File: src/rtl/seq_controller.sv
// CPU sequencer: fetches a 16-bit instruction in three steps and then decodes it into the
// bus/ALU/register strobes for a variable number of execute steps. Also handles halt/run and interrupt entry.
module seq_controller #(
  parameter int          DATA_W    = 16,
  parameter int          REG_SEL_W = 3,
  parameter int          FLAG_W    = 4,
  parameter int          LINK_REG  = 1,
  parameter logic [11:0] IRQ_VEC   = 12'h0F0
) (
  input  logic                 clk,
  input  logic                 rst,
  input  logic [DATA_W-1:0]    in,
  input  logic [FLAG_W-1:0]    flags,
  input  logic                 run,
  input  logic                 irq,
  output logic [3:0]           alu_opcode,
  output logic                 alu_out_en,
  output logic                 alu_ar_flag,
  output logic                 mem_addr_en,
  output logic                 mem_in_en,
  output logic                 mem_out_en,
  output logic                 reg_in_en,
  output logic                 reg_pc_en,
  output logic                 reg_jp_en,
  output logic                 reg_br_en,
  output logic                 reg_out_en,
  output logic                 ctl_out_en,
  output logic                 dsp_in_en,
  output logic [REG_SEL_W-1:0] reg_src_sel,
  output logic [REG_SEL_W-1:0] reg_dst_sel,
  output logic [DATA_W-1:0]    out,
  output logic [2:0]           step,
  output logic                 halted,
  output logic                 irq_ack
);

  typedef enum logic [1:0] {S_RUN, S_HALT, S_IRQ0, S_IRQ1} state_e;

  state_e      state_q, state_d;
  logic [2:0]  step_q, step_d;
  logic [15:0] inst_q, inst_d;

  logic [3:0] opc, sub;
  logic       immf, indf;
  logic [2:0] dstf, srcf;
  logic       br_take, is_hlt, last;
  logic       alu_fin, alu_cmp;
  logic [2:0] alu_fsrc;

  assign opc     = inst_q[15:12];
  assign sub     = inst_q[11:8];
  assign immf    = inst_q[11];
  assign dstf    = inst_q[10:8];
  assign indf    = inst_q[7];
  assign srcf    = inst_q[6:4];
  assign br_take = flags[dstf[2:1]] ^ dstf[0];
  assign is_hlt  = (opc == 4'h0) && (sub == 4'hF);
  assign step    = step_q;
  assign halted  = (state_q == S_HALT);

  always_comb begin
    alu_opcode  = '0;
    alu_out_en  = 1'b0;
    alu_ar_flag = 1'b0;
    mem_addr_en = 1'b0;
    mem_in_en   = 1'b0;
    mem_out_en  = 1'b0;
    reg_in_en   = 1'b0;
    reg_pc_en   = 1'b0;
    reg_jp_en   = 1'b0;
    reg_br_en   = 1'b0;
    reg_out_en  = 1'b0;
    ctl_out_en  = 1'b0;
    dsp_in_en   = 1'b0;
    reg_src_sel = '0;
    reg_dst_sel = '0;
    irq_ack     = 1'b0;
    last        = 1'b0;
    alu_fin     = 1'b0;
    alu_cmp     = 1'b0;
    alu_fsrc    = srcf;
    if ((opc == 4'hC) || (opc == 4'hD)) out = DATA_W'(inst_q[11:0]);
    else                                out = DATA_W'(inst_q[7:0]);

    case (state_q)
      S_HALT: ;
      S_IRQ0: begin
        reg_out_en  = 1'b1;
        reg_in_en   = 1'b1;
        reg_dst_sel = REG_SEL_W'(LINK_REG);
      end
      S_IRQ1: begin
        out        = DATA_W'(IRQ_VEC);
        ctl_out_en = 1'b1;
        reg_jp_en  = 1'b1;
        irq_ack    = 1'b1;
      end
      default: begin
        if (step_q == 3'd0) begin
          reg_out_en  = 1'b1;
          mem_addr_en = 1'b1;
        end else if (step_q == 3'd1) begin
          mem_out_en = 1'b1;
          reg_pc_en  = 1'b1;
        end else if (step_q >= 3'd3) begin
          case (opc)
            4'h0: begin
              if (sub == 4'h2) begin
                if (!indf) begin
                  reg_src_sel = REG_SEL_W'(srcf);
                  reg_out_en  = 1'b1;
                  dsp_in_en   = 1'b1;
                  last        = 1'b1;
                end else if (step_q == 3'd3) begin
                  reg_src_sel = REG_SEL_W'(srcf);
                  reg_out_en  = 1'b1;
                  mem_addr_en = 1'b1;
                end else begin
                  mem_out_en = 1'b1;
                  dsp_in_en  = 1'b1;
                  last       = 1'b1;
                end
              end else begin
                last = 1'b1;
              end
            end
            4'h1: begin
              if (immf) begin
                ctl_out_en  = 1'b1;
                reg_in_en   = 1'b1;
                reg_dst_sel = REG_SEL_W'(dstf);
                last        = 1'b1;
              end else if (!indf) begin
                reg_src_sel = REG_SEL_W'(srcf);
                reg_out_en  = 1'b1;
                reg_in_en   = 1'b1;
                reg_dst_sel = REG_SEL_W'(dstf);
                last        = 1'b1;
              end else if (step_q == 3'd3) begin
                reg_src_sel = REG_SEL_W'(srcf);
                reg_out_en  = 1'b1;
                mem_addr_en = 1'b1;
              end else begin
                mem_out_en  = 1'b1;
                reg_in_en   = 1'b1;
                reg_dst_sel = REG_SEL_W'(dstf);
                last        = 1'b1;
              end
            end
            4'h2: begin
              // The address comes from the dst field, the stored data from src.
              reg_out_en = 1'b1;
              if (step_q == 3'd3) begin
                reg_src_sel = REG_SEL_W'(dstf);
                mem_addr_en = 1'b1;
              end else begin
                reg_src_sel = REG_SEL_W'(srcf);
                mem_in_en   = 1'b1;
                last        = 1'b1;
              end
            end
            4'hA, 4'hB: begin
              alu_opcode  = opc;
              alu_ar_flag = immf;
              if (indf && (step_q == 3'd3)) begin
                reg_src_sel = REG_SEL_W'(srcf);
                reg_out_en  = 1'b1;
                mem_addr_en = 1'b1;
              end else begin
                alu_fin = 1'b1;
              end
            end
            4'hC: begin
              ctl_out_en = 1'b1;
              reg_jp_en  = 1'b1;
              last       = 1'b1;
            end
            4'hD: begin
              if (step_q == 3'd3) begin
                reg_out_en  = 1'b1;
                reg_in_en   = 1'b1;
                reg_dst_sel = REG_SEL_W'(LINK_REG);
              end else begin
                ctl_out_en = 1'b1;
                reg_jp_en  = 1'b1;
                last       = 1'b1;
              end
            end
            4'hF: begin
              if ((step_q == 3'd3) && !br_take) begin
                last = 1'b1;
              end else if ((step_q == 3'd3) && immf) begin
                ctl_out_en = 1'b1;
                reg_br_en  = 1'b1;
                last       = 1'b1;
              end else if ((step_q == 3'd3) && !indf) begin
                reg_src_sel = REG_SEL_W'(srcf);
                reg_out_en  = 1'b1;
                reg_br_en   = 1'b1;
                last        = 1'b1;
              end else if (step_q == 3'd3) begin
                reg_src_sel = REG_SEL_W'(srcf);
                reg_out_en  = 1'b1;
                mem_addr_en = 1'b1;
              end else begin
                mem_out_en = 1'b1;
                reg_br_en  = 1'b1;
                last       = 1'b1;
              end
            end
            default: begin
              // Two-operand ALU ops and CMP; r7 stages an immediate or memory operand.
              alu_cmp    = (opc == 4'hE);
              alu_opcode = alu_cmp ? 4'd4 : opc;
              if (immf) begin
                if (step_q == 3'd3) begin
                  ctl_out_en  = 1'b1;
                  reg_in_en   = 1'b1;
                  reg_dst_sel = REG_SEL_W'(3'd7);
                end else begin
                  alu_fin  = 1'b1;
                  alu_fsrc = 3'd7;
                end
              end else if (indf) begin
                if (step_q == 3'd3) begin
                  reg_src_sel = REG_SEL_W'(srcf);
                  reg_out_en  = 1'b1;
                  mem_addr_en = 1'b1;
                end else if (step_q == 3'd4) begin
                  mem_out_en  = 1'b1;
                  reg_in_en   = 1'b1;
                  reg_dst_sel = REG_SEL_W'(3'd7);
                end else begin
                  alu_fin  = 1'b1;
                  alu_fsrc = 3'd7;
                end
              end else begin
                alu_fin = 1'b1;
              end
            end
          endcase
          if (alu_fin) begin
            alu_out_en  = 1'b1;
            reg_src_sel = REG_SEL_W'(alu_fsrc);
            reg_in_en   = !alu_cmp;
            reg_dst_sel = alu_cmp ? '0 : REG_SEL_W'(dstf);
            last        = 1'b1;
          end
          if (step_q >= 3'd5) last = 1'b1;
        end
      end
    endcase

    if (!rst) begin
      alu_opcode  = '0;
      alu_out_en  = 1'b0;
      alu_ar_flag = 1'b0;
      mem_addr_en = 1'b0;
      mem_in_en   = 1'b0;
      mem_out_en  = 1'b0;
      reg_in_en   = 1'b0;
      reg_pc_en   = 1'b0;
      reg_jp_en   = 1'b0;
      reg_br_en   = 1'b0;
      reg_out_en  = 1'b0;
      ctl_out_en  = 1'b0;
      dsp_in_en   = 1'b0;
      reg_src_sel = '0;
      reg_dst_sel = '0;
      irq_ack     = 1'b0;
      out         = '0;
    end
  end

  always_comb begin
    state_d = state_q;
    step_d  = step_q;
    inst_d  = inst_q;
    case (state_q)
      S_RUN: begin
        if (step_q == 3'd2) inst_d = in[15:0];
        if (last) begin
          // HLT wins over a pending irq; the irq is taken from HALT next cycle.
          step_d = 3'd0;
          if (is_hlt)   state_d = S_HALT;
          else if (irq) state_d = S_IRQ0;
        end else begin
          step_d = step_q + 3'd1;
        end
      end
      S_HALT: begin
        step_d = 3'd0;
        if (irq)      state_d = S_IRQ0;
        else if (run) state_d = S_RUN;
      end
      S_IRQ0: begin
        step_d  = 3'd0;
        state_d = S_IRQ1;
      end
      default: begin
        step_d  = 3'd0;
        state_d = S_RUN;
      end
    endcase
  end

  always_ff @(posedge clk) begin
    if (!rst) begin
      state_q <= S_RUN;
      step_q  <= 3'd0;
      inst_q  <= 16'h0000;
    end else begin
      state_q <= state_d;
      step_q  <= step_d;
      inst_q  <= inst_d;
    end
  end

endmodule

File: config.mk
export PLATFORM = sky130hd
export DESIGN_NAME = seq_controller
export DESIGN_NICKNAME = d
export VERILOG_FILES = /design/src/rtl/seq_controller.sv
export SDC_FILE = /design/constraint.sdc
export NUM_CORES = 1
export LEC_CHECK = 0
export ABC_AREA = 1
export CORE_UTILIZATION = 35
export DETAILED_ROUTE_END_ITERATION = 7
export GPL_ROUTABILITY_DRIVEN = 0
export HOLD_SLACK_MARGIN = 0.12
export PLACE_DENSITY = 0.76
export SYNTH_ARGS = -nofsm -noshare
export SYNTH_HDL_FRONTEND = slang
export SYNTH_SLANG_ARGS = --single-unit
File: constraint.sdc
create_clock -name clk -period 3 [get_ports clk]
set_input_delay 0.9 -clock clk [delete_from_list [all_inputs] [get_ports clk]]
set_output_delay 0.9 -clock clk [all_outputs]
set_load 0.1 [all_outputs]
==> impl_metrics.tcl <==
set metrics [dict create \
    outcome "finished with violations" \
    violations "setup timing" \
    drive_gt1_share_pct 48.65 \
    crit_slowest_cell "dfxtp_2" \
    min_from "inst_q[1]$_SDFFE_PN0P_" \
    dieArea_mm2 0.005604 \
    setup-violations-final 11 \
    viasPerCell 5.438 \
    critical_path_peak_fanout 5 \
    yosysWarningCount 0 \
    p_int_mw 1.150 \
    crit_top_cell "nand2_1" \
    swShare_pct 57.80 \
    overflow 0 \
    start_util_pct 36.38 \
    pwr-share-comb_pct 75.0 \
    areaGrowthSynthToFinish_pct 96.77 \
    rsz0062_at_grt "yes" \
    path_cells "inv_2 > buf_4 > nand2_1 > nor2_1 > nand2_1 > nand2_1 > o21ai_0 > nand3_2 > nand2_1 > nand2_1 > nand3_2 > nand2_4 > buf_12" \
    crit_type "flip-flop to primary output" \
    critical_path_arrival_ns 2.26 \
    reg2reg_from "state_q[1]$_SDFFE_PN0P_" \
    hold_viol_final 0 \
    num_io_pins 67 \
    worst_pin_slew_ns 0.9013 \
    slew_headroom_pct 39.74 \
    nNetsFinal 437 \
    maxCapViolCount 0 \
    cts_max_level 1 \
    rows 26 \
    die_w_um 74.86 \
    drt_pass1_iterations 5 \
    netlist_top_cells_area "dfxtp_1, nand2_1, o21ai_0" \
    cp_slowest_stage_delay_ns 0.35 \
    synth_seq_cells 21 \
    wl_per_cell_um 15.26 \
    grt_max_degree 29 \
    min_period_ns 3.158 \
    portBuffers 62 \
    grtUsageTotal_pct 23.90 \
    drc 0 \
    clkPwrFrac_pct 7.6 \
    drtIter0Drc 213 \
    finalCritPeriodShare_pct 105.3 \
    leakagePower_nw 1.525 \
    clk_pin_slew_ns 0.09 \
    clkSinkCount 21 \
    yosys.cell_types.count 33 \
    synth_area_leader_cell "dfxtp_1" \
    hpwl_mm 5.039 \
    synth_top_area_share_pct 22.63 \
    clk_latency_ns 0.27 \
    ctsHoldBuffers 0 \
    cp.required_ns 2.10 \
    p_switching_mw 1.575 \
    grt_pass1_vias 2284 \
    fin_util_pct 71.58 \
    fp.dieH_um 74.86 \
    coreArea_mm2 0.005107 \
    cts_tree "yes" \
    antenna_cells 0 \
    synthCells 315 \
    whs_ns 0.4932 \
    powerDensity_mw_per_mm2 745.2 \
    grt_pass1_wl_mm 10.31 \
    worst-path-buf-inv 3 \
    start_kind "flip-flop" \
    layout_setup_ws_ns -0.1576 \
    critPathLaunch "inst_q[12]$_SDFFE_PN0P_" \
    vias 2594 \
    hold_class "flip-flop to flip-flop" \
    avgSynthCellArea_um2 5.899 \
    drtAntennaViolNets 0 \
    cts_made_buffers 3 \
    totalWireLength_mm 7.278 \
    seqPwrFrac_pct 17.4 \
    fin_skew_ns 0.003263 \
    cp-end-kind "primary output" \
    final_common_cell "nand2_1" \
    worst_ir_drop_vdd_mv 0.4594 \
    ys_seq_area_share_pct 22.63 \
    clockRootBuffer "clkbuf_8" \
    final_cell_mix "nand2_1, buf_12, buf_4, o21ai_0, nor2_1" \
    fmax_mhz 316.7 \
    antenna_found_initial 0 \
    cp_top_family "simple AND/OR/NAND/NOR gates" \
    ctsLongestPathBuffers 2 \
    synth_area_mm2 0.001858 \
    final_max_slew_viol_count 0 \
]
==> per-layer routing <==
metal  vias to the layer above  wire length [um]  global-route usage (%)
met5                         -                 0                       0
met4                         0               268                   8.386
met3                        42               662                   4.685
met2                       181              3541                   41.14
met1                      1156              2805                   29.71
li1                       1215                 -                       -
==> sequential cells by signal (all words and copies together) (netlist names) <==
name     flops
state_q      2
inst_q      16
step         3
==> kinds of logic after synthesis <==
logic type / share of synthesized area [%]
adder cells (fa/ha/maj): 3.367
buffers and inverters: 11.85
other: 0.2018
AND/OR/NAND/NOR: 40.81
flip-flops: 22.63
AO/OA/AOI/OAI: 21.15
==> worst reg2reg max path, stage by stage, from the launching register on <==
cell     delay (ns)
dfxtp_1        0.36
nor2_4         0.13
buf_4          0.20
nand3_1        0.64
o21ai_0        0.47
a21oi_1        0.08
==> cells in the mapped netlist, drive strengths merged <==
cell type	number
clkbuf	4
a21boi	1
a22o	1
o22ai	1
o211ai	1
a31oi	2
conb	1
nor3	13
nand2	71
nor2	49
o31ai	2
a211oi	1
nand3	24
nand4	3
buf	5
or2	1
ha	5
inv	43
a21oi	30
dfxtp	21
clkinv	1
nor4	1
o21ai	34
==> path summary, 6_finish.rpt <==
kind / to / slack (ns) / cells after the start
setup / recovery: reg_src_sel[2] / -0.16 / 13
hold / removal: inst_q[1]$_SDFFE_PN0P_ / 0.49 / 2
setup reg to reg: inst_q[8]$_SDFFE_PN0P_ / 0.97 / 5
hold reg to reg: inst_q[1]$_SDFFE_PN0P_ / 0.49 / 2
==> cell type report <==
cell class,count,area [um2]
multi-input combinational,244,1687
fill,374,1451
timing repair buffer,94,1209
sequential,21,439.2
inverter,44,185.2
tap,70,87.58
clock buffer,3,41.29
clock inverter,1,7.507
==> stage by stage <==
stage | TNS (ns) | area [um2] | setup WS, ns | instances | total power [mW]
6_report | -0.7762 | 3656 | -0.1576 | 477 | 2.724
5_1_grt | -2.146 | 3656 | -0.2761 | 477 | 2.864
4_1_cts | -0.3599 | 3406 | -0.07645 | 466 | 2.455
3_5_place_dp | -6.314 | 3252 | -0.5782 | 458 | 2.173
3_3_place_gp | -5.777 | 3252 | -0.4679 | 458 | 2.139
2_1_floorplan | -7.947 | 2132 | -0.7153 | 318 | 1.677
==> repair_timing <==
item | CTS | global route
endpoints found under the setup margin | 33 | 20
gates cloned | 0 | 0
pin swaps | 13 | 13
buffers inserted | 4 | 11
resized for setup | 39 | 49
==> power groups by stage <==
stage	sequential [mW]	combinational, mW	clock, mW
finish	0.473	2.04	0.207
floorplan	0.529	1.15	0
global route	0.486	2.16	0.220
global placement	0.450	1.69	0
CTS	0.450	1.80	0.202
detailed placement	0.458	1.72	0
(Power assumes the default switching activity.)
==> RTL change: new RTL, config.mk and constraints unchanged <==
Add an input register stage for `irq`, without a reset; this delays it by one clock. The other inputs are not delayed to match. Comments in the files are not updated.
--- a/src/rtl/seq_controller.sv
+++ b/src/rtl/seq_controller.sv
@@ -36,6 +36,12 @@
 
   typedef enum logic [1:0] {S_RUN, S_HALT, S_IRQ0, S_IRQ1} state_e;
 
+  logic irq_q;
+
+  always_ff @(posedge clk) begin
+    irq_q <= irq;
+  end
+
   state_e      state_q, state_d;
   logic [2:0]  step_q, step_d;
   logic [15:0] inst_q, inst_d;
@@ -283,14 +289,14 @@
           // HLT wins over a pending irq; the irq is taken from HALT next cycle.
           step_d = 3'd0;
           if (is_hlt)   state_d = S_HALT;
-          else if (irq) state_d = S_IRQ0;
+          else if (irq_q) state_d = S_IRQ0;
         end else begin
           step_d = step_q + 3'd1;
         end
       end
       S_HALT: begin
         step_d = 3'd0;
-        if (irq)      state_d = S_IRQ0;
+        if (irq_q)      state_d = S_IRQ0;
         else if (run) state_d = S_RUN;
       end
       S_IRQ0: begin
Formal check against the unedited RTL: not equivalent (Yosys sat finds a counterexample within 10 cycles, from zero or initial values and one cycle with rst low).
==> RTL change against the original RTL <==
The run still ends with setup timing left; first-iteration DRC count down 14%; power about the same; sequential cell count up 1; synthesized area up 1.6%; worst setup slack better by 62 ps; wire length down 1.2%; final area up 0.82%; hold slack better by 5.1 ps; sequential power up 3%.
==> RTL change: results (changes against the original RTL) <==
top sig layer met4; worst reg2reg path endpoint state_q[0]$_SDFFE_PN0P_; setup TNS -527 ps (+249 ps); CTS Buffer Depth 2 (unchanged); layout cells sized above 1 46.2% (-2.4 points); status complete, but fails checks; depth of the CTS H-tree 1 (unchanged); Yosys Warn Count 0 (unchanged); Filler cells 398 (+6.4%); Reg-to-Reg Start step[1]$_SDFF_PP0_; Worst Hold End inst_q[0]$_SDFFE_PN0P_; Routed WL per cell 14.9 um (-2.4%); DRT met1 WL 2.67 mm (-4.9%); FF-to-FF path depth 14 (+9); placed inst area 3300 sq um (+1.6%); cell-internal power 1.17 mW (+1.5%); Worst slew margin 62.1% (+22 points); leakage 1.56 nW (+2.2%); library cells used by synthesis 32 (-3.0%); Ant. Diodes 0 (unchanged); DPL Wire Length 4.89 mm (-3.0%); Synth area leaders dfxtp_1, nand2_1, nor2_1, o21ai_0, a21oi_1; DR WL met2 3.72 mm (+5.0%); pin count of the biggest net entering global routing 29 (unchanged); synth cell count leaders nand2_1, nor2_1, inv_1; Num CTS Buffers 3 (unchanged); vias post-DR 2583 (-0.42%); worst setup margin -95.7 ps (+61.9 ps); FF-to-FF setup slack 1020 ps (+50 ps); Worst EP arrival 2200 ps (-60 ps); Met3 Wirelength 593 um (-10%); Hold Startpoint inst_q[0]$_SDFFE_PN0P_; Iter 0 DRT Violations 183 (-14%); CP max stage delay 370 ps (+20 ps); 1st-pass router iterations 5 (unchanged); sequential area share after synthesis 23.3% (+0.70 points); Layout Skew 3.69 ps (+0.432 ps); crit path max fanout 6 (+1); gr usage total 25.4% (+1.5 points); failing checks setup timing; CTS Root Cell clkbuf_8; final setup vio count 11 (unchanged); first-pass GRT wire length 11.0 mm (+6.8%); final net count 443 (+1.4%); Max rail drop VDD 645 uV (+40%); vias in the first global route 2541 (+11%); CP max stage cell dfxtp_4
==> RTL change: changes by cell type in the layout (fill, tap and decap cells not counted), sizes merged <==
cell / change
nand2: -1
clkinvlp: -1
nor3b: +1
clkbuf: +1
buf: +2
nor2: +3
a22o: -1
o21ai: +1
dfxtp: +1
and2: +1
a21oi: +1
a31oi: -2
==> RTL change: routing by layer <==
metal	vias to the layer above	GRT usage, %
li1	1225	-
met4	0	10.7
met1	1170	28.7
met2	157	46.3
met5	-	0
met3	31	5.29
==> RTL change: through the flow <==
step                utilization (%)  instances  hold slack [ps]  setup slack (ps)
finish                         71.7        483              498             -95.7
global route                   71.7        483              527              -171
CTS                            68.9        481              501             -6.83
detailed placement             64.3        463              450              -507
global placement               64.3        463              449              -465
floorplan                         -        323              455              -720
==> RTL change: worst reg2reg max path: stages (launching register included) <==
cell and delay [ps]:
dfxtp_4 380, ha_4 140, ha_4 200, nand2_4 90, inv_2 110, nand2_2 70
nand2_1 100, buf_4 130, nand3_1 60, nor2_1 110, nand3_1 130, nand2_1 140
nand2_1 90, nand3_1 70, a21oi_1 60
==> RTL change: power groups by stage <==
stage               registers, mW  clock network, mW  logic (mW)
detailed placement          0.481                  0        1.69
CTS                         0.474              0.202        1.87
global route                0.499              0.213        2.14
finish                      0.488              0.204        2.03
global placement            0.477                  0        1.67
floorplan                   0.545                  0        1.16
==> RTL change: layout make-up <==
type                    instances  area, sq um  share of cell area [%]
clock buffers                   4         45.0                    1.22
repair buffers                 96         1240                    33.7
multi-input cells             247         1670                    45.2
well taps                      70         87.6                    2.38
flip-flops and latches         22          459                    12.5
inverters                      44          185                    5.02
==> RTL change: how the worst max path moves through the flow <==
stage / from / end / slack [ps] / depth (start not counted)
detailed placement: flags[1] / reg_src_sel[2] / -510 / 14
CTS: step[1]$_SDFF_PP0_ / reg_dst_sel[0] / -7 / 13
global placement: flags[1] / reg_src_sel[0] / -460 / 14
global route: inst_q[14]$_SDFFE_PN0P_ / reg_in_en / -170 / 14
floorplan: step[1]$_SDFF_PP0_ / reg_dst_sel[1] / -720 / 11
finish: step[1]$_SDFF_PP0_ / mem_addr_en / -100 / 10
==> RTL change: logic make-up (layout without fill, tap and decap cells) <==
family                     count (synthesis)  in the layout  synth area share [%]
other                                      1              4                 0.199
and+or+nand+nor                          166            166                  41.3
adders and majority gates                  5              5                  3.31
AOI/OAI and AO/OA                         72             72                  19.8
buffers and inverters                     54            144                  12.1
DFF                                       22             22                  23.3
==> RTL change: timing repair <==
action                     in CTS  in global routing
setup endpoints to repair      34                 24
pin swaps                      24                 14
resized for setup              47                 36
buffers inserted               14                  3
